**src/rtl/axi_llc_tag_req_arb.sv**
```systemverilog
// rtl/axi_llc_tag_req_arb.sv - tag store request arbiter with set lock table and config starvation guard
//
// Purpose: merges lookup descriptors and flush/BIST requests into one registered
// request stream for the tag store. A small lock table holds the indices of
// in-flight lookups so a new lookup never overtakes an operation on the same set.
// A starvation counter forces a pending config request through after MaxStarve
// lost arbitration cycles.
//
// Ports:
//   clk_i, rst_ni                    clock, asynchronous active-low reset
//   lookup_req_i/valid_i/ready_o     lookup descriptor handshake
//   cfg_req_i/valid_i/ready_o        flush / BIST request handshake
//   unlock_index_i, unlock_valid_i   retire pulse for a finished lookup
//   req_o/valid_o/ready_i            registered request to the tag store
//   locks_o                          number of occupied lock entries

package axi_llc_pkg;

  typedef struct packed {
    int unsigned SetAssociativity;
    int unsigned NumLines;
    int unsigned NumBlocks;
    int unsigned IndexLength;
  } llc_cfg_t;

  typedef enum logic [1:0] {
    Lookup = 2'd0,
    Flush  = 2'd1,
    Bist   = 2'd2
  } tag_mode_e;

  typedef struct packed {
    tag_mode_e   mode;
    logic [7:0]  indicator;
    logic [7:0]  index;
    logic [15:0] tag;
    logic        dirty;
  } tag_store_req_t;

endpackage

module axi_llc_tag_req_arb #(
  parameter axi_llc_pkg::llc_cfg_t Cfg         = axi_llc_pkg::llc_cfg_t'{default: '0},
  parameter type                   store_req_t = axi_llc_pkg::tag_store_req_t,
  parameter int unsigned           NumLocks    = 4,
  parameter int unsigned           MaxStarve   = 8,
  // An all-zero configuration would give a zero-width index; keep at least one bit.
  localparam int unsigned          IdxW        = (Cfg.IndexLength > 0) ? Cfg.IndexLength : 1,
  localparam int unsigned          LockCntW    = $clog2(NumLocks + 1),
  localparam int unsigned          StarveW     = $clog2(MaxStarve + 1)
) (
  input  logic                clk_i,
  input  logic                rst_ni,
  input  store_req_t          lookup_req_i,
  input  logic                lookup_valid_i,
  output logic                lookup_ready_o,
  input  store_req_t          cfg_req_i,
  input  logic                cfg_valid_i,
  output logic                cfg_ready_o,
  input  logic [IdxW-1:0]     unlock_index_i,
  input  logic                unlock_valid_i,
  output store_req_t          req_o,
  output logic                valid_o,
  input  logic                ready_i,
  output logic [LockCntW-1:0] locks_o
);

  logic [NumLocks-1:0]           lock_valid_q;
  logic [NumLocks-1:0][IdxW-1:0] lock_idx_q;
  logic [StarveW-1:0]            starve_q;

  logic [IdxW-1:0]     lookup_index;
  logic [NumLocks-1:0] unlock_match;
  logic [NumLocks-1:0] insert_oh;
  logic                free_found;
  logic                index_conflict;
  logic                out_load, force_cfg;
  logic                lookup_elig, cfg_elig;
  logic                lookup_hs, cfg_hs, unlock_hit;

  assign lookup_index = IdxW'(lookup_req_i.index);

  // Conflict check, unlock match and free-slot search all look at the table as
  // registered, so an entry freed this cycle only becomes usable next cycle.
  always_comb begin
    index_conflict = 1'b0;
    unlock_match   = '0;
    insert_oh      = '0;
    free_found     = 1'b0;
    for (int i = 0; i < NumLocks; i++) begin
      if (lock_valid_q[i] && (lock_idx_q[i] == lookup_index)) index_conflict = 1'b1;
      if (lock_valid_q[i] && (lock_idx_q[i] == unlock_index_i)) unlock_match[i] = 1'b1;
      if (!lock_valid_q[i] && !free_found) begin
        insert_oh[i] = 1'b1;
        free_found   = 1'b1;
      end
    end
  end

  assign out_load    = !valid_o || ready_i;
  assign force_cfg   = (starve_q == StarveW'(MaxStarve));
  assign lookup_elig = out_load && !(&lock_valid_q) && !index_conflict && !force_cfg;
  assign cfg_elig    = out_load && !(|lock_valid_q);

  assign lookup_ready_o = lookup_elig;
  assign cfg_ready_o    = cfg_elig && !(lookup_valid_i && lookup_elig);

  assign lookup_hs  = lookup_valid_i && lookup_ready_o;
  assign cfg_hs     = cfg_valid_i && cfg_ready_o;
  assign unlock_hit = unlock_valid_i && (|unlock_match);

  always_ff @(posedge clk_i or negedge rst_ni) begin
    if (!rst_ni) begin
      lock_valid_q <= '0;
      lock_idx_q   <= '0;
      locks_o      <= '0;
      starve_q     <= '0;
      valid_o      <= 1'b0;
      req_o        <= '0;
    end else begin
      // The insert slot is free and the unlocked slot is valid, so they never collide.
      for (int i = 0; i < NumLocks; i++) begin
        if (lookup_hs && insert_oh[i]) begin
          lock_valid_q[i] <= 1'b1;
          lock_idx_q[i]   <= lookup_index;
        end else if (unlock_valid_i && unlock_match[i]) begin
          lock_valid_q[i] <= 1'b0;
        end
      end

      if (lookup_hs && !unlock_hit) begin
        locks_o <= locks_o + LockCntW'(1);
      end else if (!lookup_hs && unlock_hit) begin
        locks_o <= locks_o - LockCntW'(1);
      end

      if (!cfg_valid_i || cfg_hs) begin
        starve_q <= '0;
      end else if (!force_cfg) begin
        starve_q <= starve_q + StarveW'(1);
      end

      if (out_load) begin
        valid_o <= lookup_hs || cfg_hs;
        if (lookup_hs) begin
          req_o <= lookup_req_i;
        end else if (cfg_hs) begin
          req_o <= cfg_req_i;
        end
      end
    end
  end

  cfg_mode_legal: assert property (@(posedge clk_i) disable iff (!rst_ni)
    cfg_valid_i |-> (cfg_req_i.mode != axi_llc_pkg::Lookup));

  lookup_mode_legal: assert property (@(posedge clk_i) disable iff (!rst_ni)
    lookup_valid_i |-> (lookup_req_i.mode == axi_llc_pkg::Lookup));

  unlock_has_entry: assert property (@(posedge clk_i) disable iff (!rst_ni)
    unlock_valid_i |-> (|unlock_match));

endmodule

```
**config.mk**
```make
export PLATFORM = sky130hd
export DESIGN_NAME = axi_llc_tag_req_arb
export DESIGN_NICKNAME = d
export VERILOG_FILES = /design/src/rtl/axi_llc_tag_req_arb.sv
export SDC_FILE = /design/constraint.sdc
export NUM_CORES = 1
export LEC_CHECK = 0
export ABC_AREA = 1
export BUFFER_PORTS_ARGS = -buffer_cell sky130_fd_sc_hd__buf_2
export CAP_MARGIN = 25
export CORE_MARGIN = 4
export CORE_UTILIZATION = 40
export DETAILED_ROUTE_END_ITERATION = 8
export PLACE_DENSITY = 0.73
export SLEW_MARGIN = 20
export SYNTH_ARGS = -nofsm -noshare
export SYNTH_HDL_FRONTEND = slang
export SYNTH_SLANG_ARGS = --single-unit
```
**constraint.sdc**
```tcl
create_clock -name clk_i -period 3 [get_ports clk_i]
set_input_delay 0.15 -clock clk_i [delete_from_list [all_inputs] [get_ports clk_i]]
set_output_delay 0.15 -clock clk_i [all_outputs]
set_load 0.1 [all_outputs]
```
Yosys cells after proc, flatten, opt, wreduce, memory -nomap -nowiden
Cells that the tools add are included.
- word-level logic and storage cells: 112
- bits in registers: 51
- output and inout bits: 41
- add/subtract/negate cells: 3
- eq/ne operators: 10
- reductions and logical operators: 55
- multiplexer cells: 28
- operators with widths (kind ; number):
    two-way mux 35 bit ; 2
    logical AND 1 bit ; 29
    two-way mux 1 bit ; 22
    zero test 1 bit ; 13
    nonzero test 2 bit ; 6
    equality test 1 bit ; 8
    two-way mux 4 bit ; 2
    OR reduction 4 bit ; 2
    two-way mux 3 bit ; 2
    adder 4 x 1 -> 4 bit, second input constant ; 1
    equality test 4 bit, second input constant ; 1
    AND reduction 4 bit ; 1
    adder 3 x 1 -> 3 bit, second input constant ; 1
    logical OR 1 bit ; 3
    subtractor 3 x 1 -> 3 bit, second input constant ; 1
    != test 2 x 1 -> 1 bit, second input constant ; 1
    AND reduction 2 bit ; 1

Longest topological paths before layout
Gate-level depths: netlist (run 1).
- depth after elaboration: 15
- gate-level depth with buffers: 16
- depth with buffers taken out: 15

Worst setup path after synthesis (run 1)
Ideal clock, no wire load.
- kind: register -> register
- from: reg valid_o
- to: reg locks_o[1]
- path buffers: 1
- setup slack: 236 ps
- data required time: 2874 ps
- data arrival time: 2638 ps
- stages on the path, launching flop included: 13
- library setup time: 126 ps
- path through: dfrtp_1 -> inv_1 -> nor2_1 -> nor2_1 -> nand2_1 -> nor2_8 -> nand3_4 -> buf_2 -> inv_1 -> ha_1 -> inv_1 -> fa_1 -> mux2_2
- cells in the longest elaborated chain, start to end: 9
- elaborated cells on any way between the ends: 11
- classes of those cells: mux (1); reduce/logical (10)
- ends and longest elaborated chain (what ; RTL line ; source):
    from (decl) ; 63 ; output logic valid_o,
    from (signal assigned) ; 144 ; valid_o <= lookup_hs || cfg_hs;
    zero test 1 bit (*) ; 100 ; assign out_load = !valid_o || ready_i;
    logical OR 1 bit (*) ; 100 ;
    logical AND 1 bit (*) (3 in a row) ; 102 ; assign lookup_elig = out_load && !(&lock_valid_q) && !index_conflict && !force_cfg;
    logical AND 1 bit (*) ; 108 ; assign lookup_hs = lookup_valid_i && lookup_ready_o;
    zero test 1 bit ; 133 ; end else if (!lookup_hs && unlock_hit) begin
    logical AND 1 bit ; 133 ;
    nonzero test 2 bit (no line) ; -- ;
    to (signal assigned) ; 132 ; locks_o <= locks_o + LockCntW'(1);
    to (signal assigned) ; 134 ; locks_o <= locks_o - LockCntW'(1);
    to (decl) ; 65 ; output logic [LockCntW-1:0] locks_o
Mark *: on every way between the ends. The rest lies on a longest branch, timed or not.
A chain may end at the register's enable or synchronous reset.

Worst setup path in the final report (run 1)
- from: reg starve_q[0]
- to: reg locks_o[2]
- cells in the longest elaborated chain, start to end: 7
- elaborated cells on any way between the ends: 9
- classes of those cells: eq/ne (1); mux (1); reduce/logical (7)
- ends and longest elaborated chain (what ; RTL line ; source):
    from (decl) ; 70 ; logic [StarveW-1:0] starve_q;
    from (signal assigned) ; 140 ; starve_q <= starve_q + StarveW'(1);
    equality test 4 bit (*) ; 101 ; assign force_cfg = (starve_q == StarveW'(MaxStarve));
    zero test 1 bit (*) ; -- ;
    logical AND 1 bit (*) ; 102 ;
    logical AND 1 bit (*) ; 108 ;
    zero test 1 bit ; 133 ;
    logical AND 1 bit ; 133 ;
    nonzero test 2 bit (no line) ; -- ;
Marked as above.

==> impl_metrics.toml, run 1 <==
[run_status]
run_status = "finished, final reports clean"

[final_layout]
total_inserted_antenna_cells = 0
drive_gt1_frac = 0.257
fillers = 738
syn2layout_area_growth_pct = 23.8
final_net_count = 617

[timing]
rsz_0062_raised_after_global_routing = "no"
maxSlewHeadroom = 0.607
finalSetupTns_ps = 0
tightest_slew_ps = 590
finalSetupViolations = 0
post-route-min-period_ps = 2520
final-hold-violation-count = 0
max_clock_freq_mhz = 396
maxSlewViolCount = 0
skew_ps = 2.69
final.period_utilization = 0.841

[yosys]
ys_top_cells_by_area = "sky130_fd_sc_hd__dfrtp_1, sky130_fd_sc_hd__nand2_1, sky130_fd_sc_hd__inv_1"
synth-edff-count = 0
sequential_fraction_of_the_synthesis_area = 0.422
post_synth_simple_gate_area = 0.343
post_synth.cell_area_avg_sq_um = 7.10
synth_largest_type_area_fraction = 0.422
synth_seq_cells = 51
largest_family_of_logic_cells_by_synthesized_area = "simple AND/OR/NAND/NOR gates"
yosysTopAreaCell = "sky130_fd_sc_hd__dfrtp_1"
async_reset_ff_frac = 1.00
synthesized_area_fraction_occupied_by_ao_oa_aoi_and_oai_cells = 0.0364
synth_top_cells_by_count = "sky130_fd_sc_hd__nand2_1, sky130_fd_sc_hd__inv_1, sky130_fd_sc_hd__dfrtp_1, sky130_fd_sc_hd__nand3_1, sky130_fd_sc_hd__nand4_1"
synthesized_area_fraction_occupied_by_xor_and_xnor_cells = 0.0145
share_of_synthesized_area_spent_on_multiplexers = 0.00372
synth_top_flop_cell = "sky130_fd_sc_hd__dfrtp_1"
synth_cell_types = 27
synth_area_in_adders = 0.0190
dominant_cell_by_count_in_the_synthesized_netlist = "sky130_fd_sc_hd__nand2_1"
synth-warning-count = 0
postSynthCellCount = 426
synthesis.nets = 507
synth_area_sq_mm = 0.00302

[run]
drv.max_cap_violation_count = 0

[critical_path]
critical-path-slowest-cell = "sky130_fd_sc_hd__dfrtp_1"
critical_path_arrival_ps = 2710
ff2ff_path_depth = 15
critPathMostFrequentCell = "sky130_fd_sc_hd__inv_1"
cp_slowest_stage_delay_ps = 420
endpoint_kind = "flip-flop"
cell_class_contributing_the_biggest_share_of_worst_path_delay = "adder cells"
critPathRequiredTime_ps = 3190
cp_cell_sequence = "inv_1 -> ha_1 -> nand2_1 -> nor2_1 -> nor2_1 -> nand2_1 -> nor2_8 -> nand3_4 -> inv_1 -> ha_1 -> inv_1 -> fa_1 -> a21oi_1 -> o21ai_0 -> xnor2_1"
worst-path-buf-inv = 3
cp_class = "flip-flop to flip-flop"
crit_path_max_fanout = 17
start_kind = "flip-flop"
path_depth = 15

[floorplan]
num_io_pins = 118
die_width_um = 95.0
design.core.area_sq_mm = 0.00729
std_cell_rows = 31
floorplan.initialDensity = 0.415
die-height_um = 95.0
design.die.area_sq_mm = 0.00902

[cts]
post_cts_hold_fix_bufs = 1
tritoncts.num_buffers = 5
root_buffer = "sky130_fd_sc_hd__clkbuf_8"
cts_tree = "done"
cts-root-to-sink-buffers = 2
clk_pin_slew_worst_paths_ps = 90
postCtsResizedCells = 0
clkSinkCount = 51
cts_h_tree_depth = 2
cts_post_setup_buffers_inserted = 0
clk_latency_worst_skew_pair_ps = 300

[placed_design]
hpwl_um = 5670
placement.io_buffers = 117
gp_congestion = 0.916

[global_routing]
first_global_vias = 2866
global_route.overflow_total = 0
grt_max_degree = 37
grt_first_pass_wirelength_um = 12900
grt_antenna_before_repair = 0
grt.total_usage = 0.179

[route]
ant_nets = 0
post-route-drc-count = 0
finalWirelength_um = 7680
vias_per_cell = 4.70
route.vias.total = 2991
routedWlPerCell_um = 12.1
drt_pre_antenna_iters = 4
drtIter0Drc = 116

[min_path]
hold-path-cell-count = 5
hold_class = "input pin to flip-flop"
layout make-up:
type	count	area (sq um)	area share
sequential	51	1280	0.341
multi-input combinational	260	1260	0.337
clock inverter	2	12.5	0.00334
timing repair buffer	124	641	0.171
tap	99	124	0.0331
clock buffer	6	72.6	0.0194
inverter	94	357	0.0953
cell families (layout without fill, tap and decap cells):
| kind of cell | after synthesis | count (layout) |
|---|---|---|
| XOR/XNOR | 5 | 5 |
| AND/OR/NAND/NOR | 228 | 228 |
| multiplexers | 1 | 1 |
| AO/OA/AOI/OAI | 22 | 22 |
| adder cells (fa/ha/maj) | 4 | 4 |
| flip-flops | 51 | 51 |
| buffers and inverters | 115 | 226 |
worst register-to-register path, stage by stage (launching register included):
cell and delay [ps]:
sky130_fd_sc_hd__dfrtp_1 420, sky130_fd_sc_hd__inv_1 60, sky130_fd_sc_hd__ha_1 190, sky130_fd_sc_hd__nand2_1 60
sky130_fd_sc_hd__nor2_1 60, sky130_fd_sc_hd__nor2_1 90, sky130_fd_sc_hd__nand2_1 120, sky130_fd_sc_hd__nor2_8 120
sky130_fd_sc_hd__nand3_4 190, sky130_fd_sc_hd__inv_1 120, sky130_fd_sc_hd__ha_1 140, sky130_fd_sc_hd__inv_1 70
sky130_fd_sc_hd__fa_1 380, sky130_fd_sc_hd__a21oi_1 140, sky130_fd_sc_hd__o21ai_0 110, sky130_fd_sc_hd__xnor2_1 130
through the flow:
stage                     hold slack [ps]  area [sq um]  setup slack (ps)  instances   util
after floorplan                      -146          3020               236        426      -
after global placement                180          3650               555        627  0.500
after detailed placement              192          3650               469        627  0.500
after CTS                             138          3740               456        636  0.513
after global routing                  143          3740               251        636  0.513
final                                 145          3740               476        636  0.513
state kept, by name (all words and copies together) (netlist names):
register,count
req_o,35
valid_o,1
lock_valid_q,4
locks_o,3
starve_q,4
lock_idx_q,4
metal layers:
metal  routed length [um]  up-vias  share of wire  GRT usage
met5                    0        -              0          0
met4                   78        0          0.010     0.0457
met3                  576        8          0.075     0.0375
met2                 3550      100           0.46      0.307
met1                 3480     1348           0.45      0.230
li1                     -     1535              -          -
worst paths after layout:
| check | to | slack, ps | startpoint |
|---|---|---|---|
| max reg2reg | locks_o[2] | 480 | starve_q[0] |
| min reg2reg | req_o[27] | 480 | req_o[27] |
| min | req_o[9] | 150 | cfg_req_i[9] |
| min in group asynchronous | locks_o[0] | 380 | rst_ni |
| max in group asynchronous | req_o[31] | 1860 | rst_ni |
| max | locks_o[2] | 480 | starve_q[0] |
cells in the final DEF, fill, tap and decap left out, types with 2 or more instances in the layout:
cell,netlist,layout
sky130_fd_sc_hd__nand2_1,131,131
sky130_fd_sc_hd__buf_2,7,117
sky130_fd_sc_hd__inv_1,91,91
sky130_fd_sc_hd__dfrtp_1,51,51
sky130_fd_sc_hd__nand3_1,41,41
sky130_fd_sc_hd__nand4_1,36,36
sky130_fd_sc_hd__o21ai_0,16,16
sky130_fd_sc_hd__nor2_1,15,15
sky130_fd_sc_hd__a21oi_1,6,6
sky130_fd_sc_hd__buf_4,3,6
sky130_fd_sc_hd__clkbuf_8,0,5
sky130_fd_sc_hd__xor2_1,3,3
sky130_fd_sc_hd__ha_1,3,3
sky130_fd_sc_hd__clkinv_2,1,2
sky130_fd_sc_hd__xnor2_1,2,2
Power of run 1 is left out: the tool's default activity adds up to more than one toggle a clock period on the data nets, which glitch-free logic cannot reach.
==> inputs of run 2 (changes only) <==
==> constraint.sdc (replaced) <==
create_clock -name clk_i -period 2.4 [get_ports clk_i]
set_input_delay 0.12 -clock clk_i [delete_from_list [all_inputs] [get_ports clk_i]]
set_output_delay 0.12 -clock clk_i [all_outputs]
set_load 0.1 [all_outputs]
==> run 2 against run 1 <==
Compared with the run above: sequential cell count did not move; global-route usage down 0.069 points; register-to-register slack lost 330 ps; routed wire length increased by 2.1%; clock skew increased by 7.2 ps; first-iteration DRC count rose by 11%; sequential share of layout area fell by 1.1 points; setup slack lost 330 ps; cell area is 3.6% higher.
==> impl_metrics.toml, run 2 (synthesis results as in run 1) <==
[critical_path]
cp_cell_sequence = "inv_1 -> ha_2 -> nand2_2 -> nor2_4 -> nor2_2 -> nand2_2 -> nor2_8 -> nand3_4 -> inv_2 -> ha_2 -> inv_2 -> fa_2 -> a21oi_1 -> o21ai_1 -> xnor2_1"
ff2ff_setup_slack_ps = 140
endpoint_kind = "flip-flop"
cell_class_contributing_the_biggest_share_of_worst_path_delay = "adder cells"
cp_class = "flip-flop to flip-flop"
worst-path-buf-inv = 3
ff2ff_path_depth = 15
critPathRequiredTime_ps = 2600
crit_path_max_fanout = 4
worst_r2r_startpoint = "starve_q[0]"
critical_path_arrival_ps = 2450
rr_endpoint = "locks_o[2]"
cp_slowest_stage_delay_ps = 420
start_kind = "flip-flop"
critical-path-slowest-cell = "sky130_fd_sc_hd__dfrtp_1"

[route]
post-route-drc-count = 0
route.met3.wl_um = 590
drt_pre_antenna_iters = 4
finalWirelength_um = 7840
routedWlPerCell_um = 12.2
ant_nets = 0
detail_route.wirelength.met1_um = 3370
met2_wirelength_um = 3750
drtIter0Drc = 129
route.vias.total = 2993
vias_per_cell = 4.67
topRoutingLayerUsed = "met4"

[global_routing]
first_global_vias = 2894
grt_max_degree = 37
grt_first_pass_wirelength_um = 12800
global_route.overflow_total = 0
grt.total_usage = 0.178
grt_antenna_before_repair = 0

[timing]
final-hold-violation-count = 0
finalSetupViolations = 0
rsz_0062_raised_after_global_routing = "no"
tightest_slew_ps = 495
worst_hold_slack_ps = 114
finalSetupTns_ps = 0
final.period_utilization = 0.941
skew_ps = 9.89
post-route-min-period_ps = 2260
maxSlewViolCount = 0
maxSlewHeadroom = 0.672
max_clock_freq_mhz = 443

[final_layout]
top_register = "req_o"
finalNonFillerCells = 641
max_reg_flops = 35
drive_gt1_frac = 0.284
layout_commonest_cell = "sky130_fd_sc_hd__nand2_1"
total_inserted_antenna_cells = 0
fillers = 722
syn2layout_area_growth_pct = 28.2
final_net_count = 622
layout.cells.most_common_list = "sky130_fd_sc_hd__nand2_1, sky130_fd_sc_hd__buf_2, sky130_fd_sc_hd__inv_1, sky130_fd_sc_hd__dfrtp_1, sky130_fd_sc_hd__nand3_1"

[min_path]
holdPathEnd = "valid_o"
hold-path-cell-count = 4
hold_path_startpoint = "ready_i"
hold_class = "input pin to flip-flop"

[floorplan]
num_io_pins = 118
design.die.area_sq_mm = 0.00902
die_width_um = 95.0
design.core.area_sq_mm = 0.00729
die-height_um = 95.0
floorplan.initialDensity = 0.415
std_cell_rows = 31

[run]
drv.max_cap_violation_count = 0

[placed_design]
dp.cells = 629
hpwl_um = 5720
gp_congestion = 0.907
placement.io_buffers = 117

[cts]
root_buffer = "sky130_fd_sc_hd__clkbuf_8"
tritoncts.num_buffers = 5
cts_h_tree_depth = 2
cts-root-to-sink-buffers = 2
clk_pin_slew_worst_paths_ps = 90
clkSinkCount = 51
clk_latency_worst_skew_pair_ps = 300
cts_tree = "done"

[run_status]
run_status = "finished, final reports clean"
==> run 2: cell count changes in the layout (fill, tap and decap cells not counted), sizes merged <==
cell	change
buf	+5
bufinv	+2
clkinv	-1
clkinvlp	-1
==> run 2: routing by layer <==
layer | vias up | GRT usage
li1 | 1538 | -
met1 | 1340 | 0.216
met2 | 107 | 0.315
met3 | 8 | 0.0390
met4 | 0 | 0.0541
met5 | - | 0
==> run 2: area by class of cell <==
cell class | instances | area (sq um) | share of cell area
clock inverters | 2 | 60.1 | 0.0155
inverters | 94 | 359 | 0.0926
clock buffers | 6 | 72.6 | 0.0187
repair buffers | 129 | 698 | 0.180
well taps | 99 | 124 | 0.0319
flip-flops and latches | 51 | 1280 | 0.330
multi-input cells | 260 | 1280 | 0.331
==> run 2: tightest hold or removal path: cells and delay by family <==
family / cells / cell delay [ps]
buf+inv: 2 / 140
simple gates: 2 / 110
==> run 2: through the flow <==
step | area, sq um | worst slack, ps | util
floorplan | 3050 | 0.734 | -
global placement | 3680 | 226 | 0.505
detailed placement | 3680 | 176 | 0.505
CTS | 3830 | 14.9 | 0.525
global route | 3880 | 24.4 | 0.532
finish | 3880 | 142 | 0.532
==> run 2: how the worst max path moves through the flow <==
stage / from / to / cells after the start
detailed placement: starve_q[0] / valid_o / 12
global route: starve_q[0] / locks_o[2] / 15
global placement: starve_q[0] / locks_o[2] / 15
CTS: starve_q[0] / lookup_ready_o / 11
finish: starve_q[0] / locks_o[2] / 15
floorplan: valid_o / locks_o[2] / 14
==> run 2: what timing repair did <==
| item | 4_1_cts | 5_1_grt |
|---|---|---|
| hold endpoints to repair | 51 | 0 |
| hold buffers | 1 | 0 |
| setup buffers | 0 | 3 |
| endpoints found under the setup margin | 2 | 40 |
| resized for setup | 2 | 8 |
Power of run 2 is left out for the same reason.
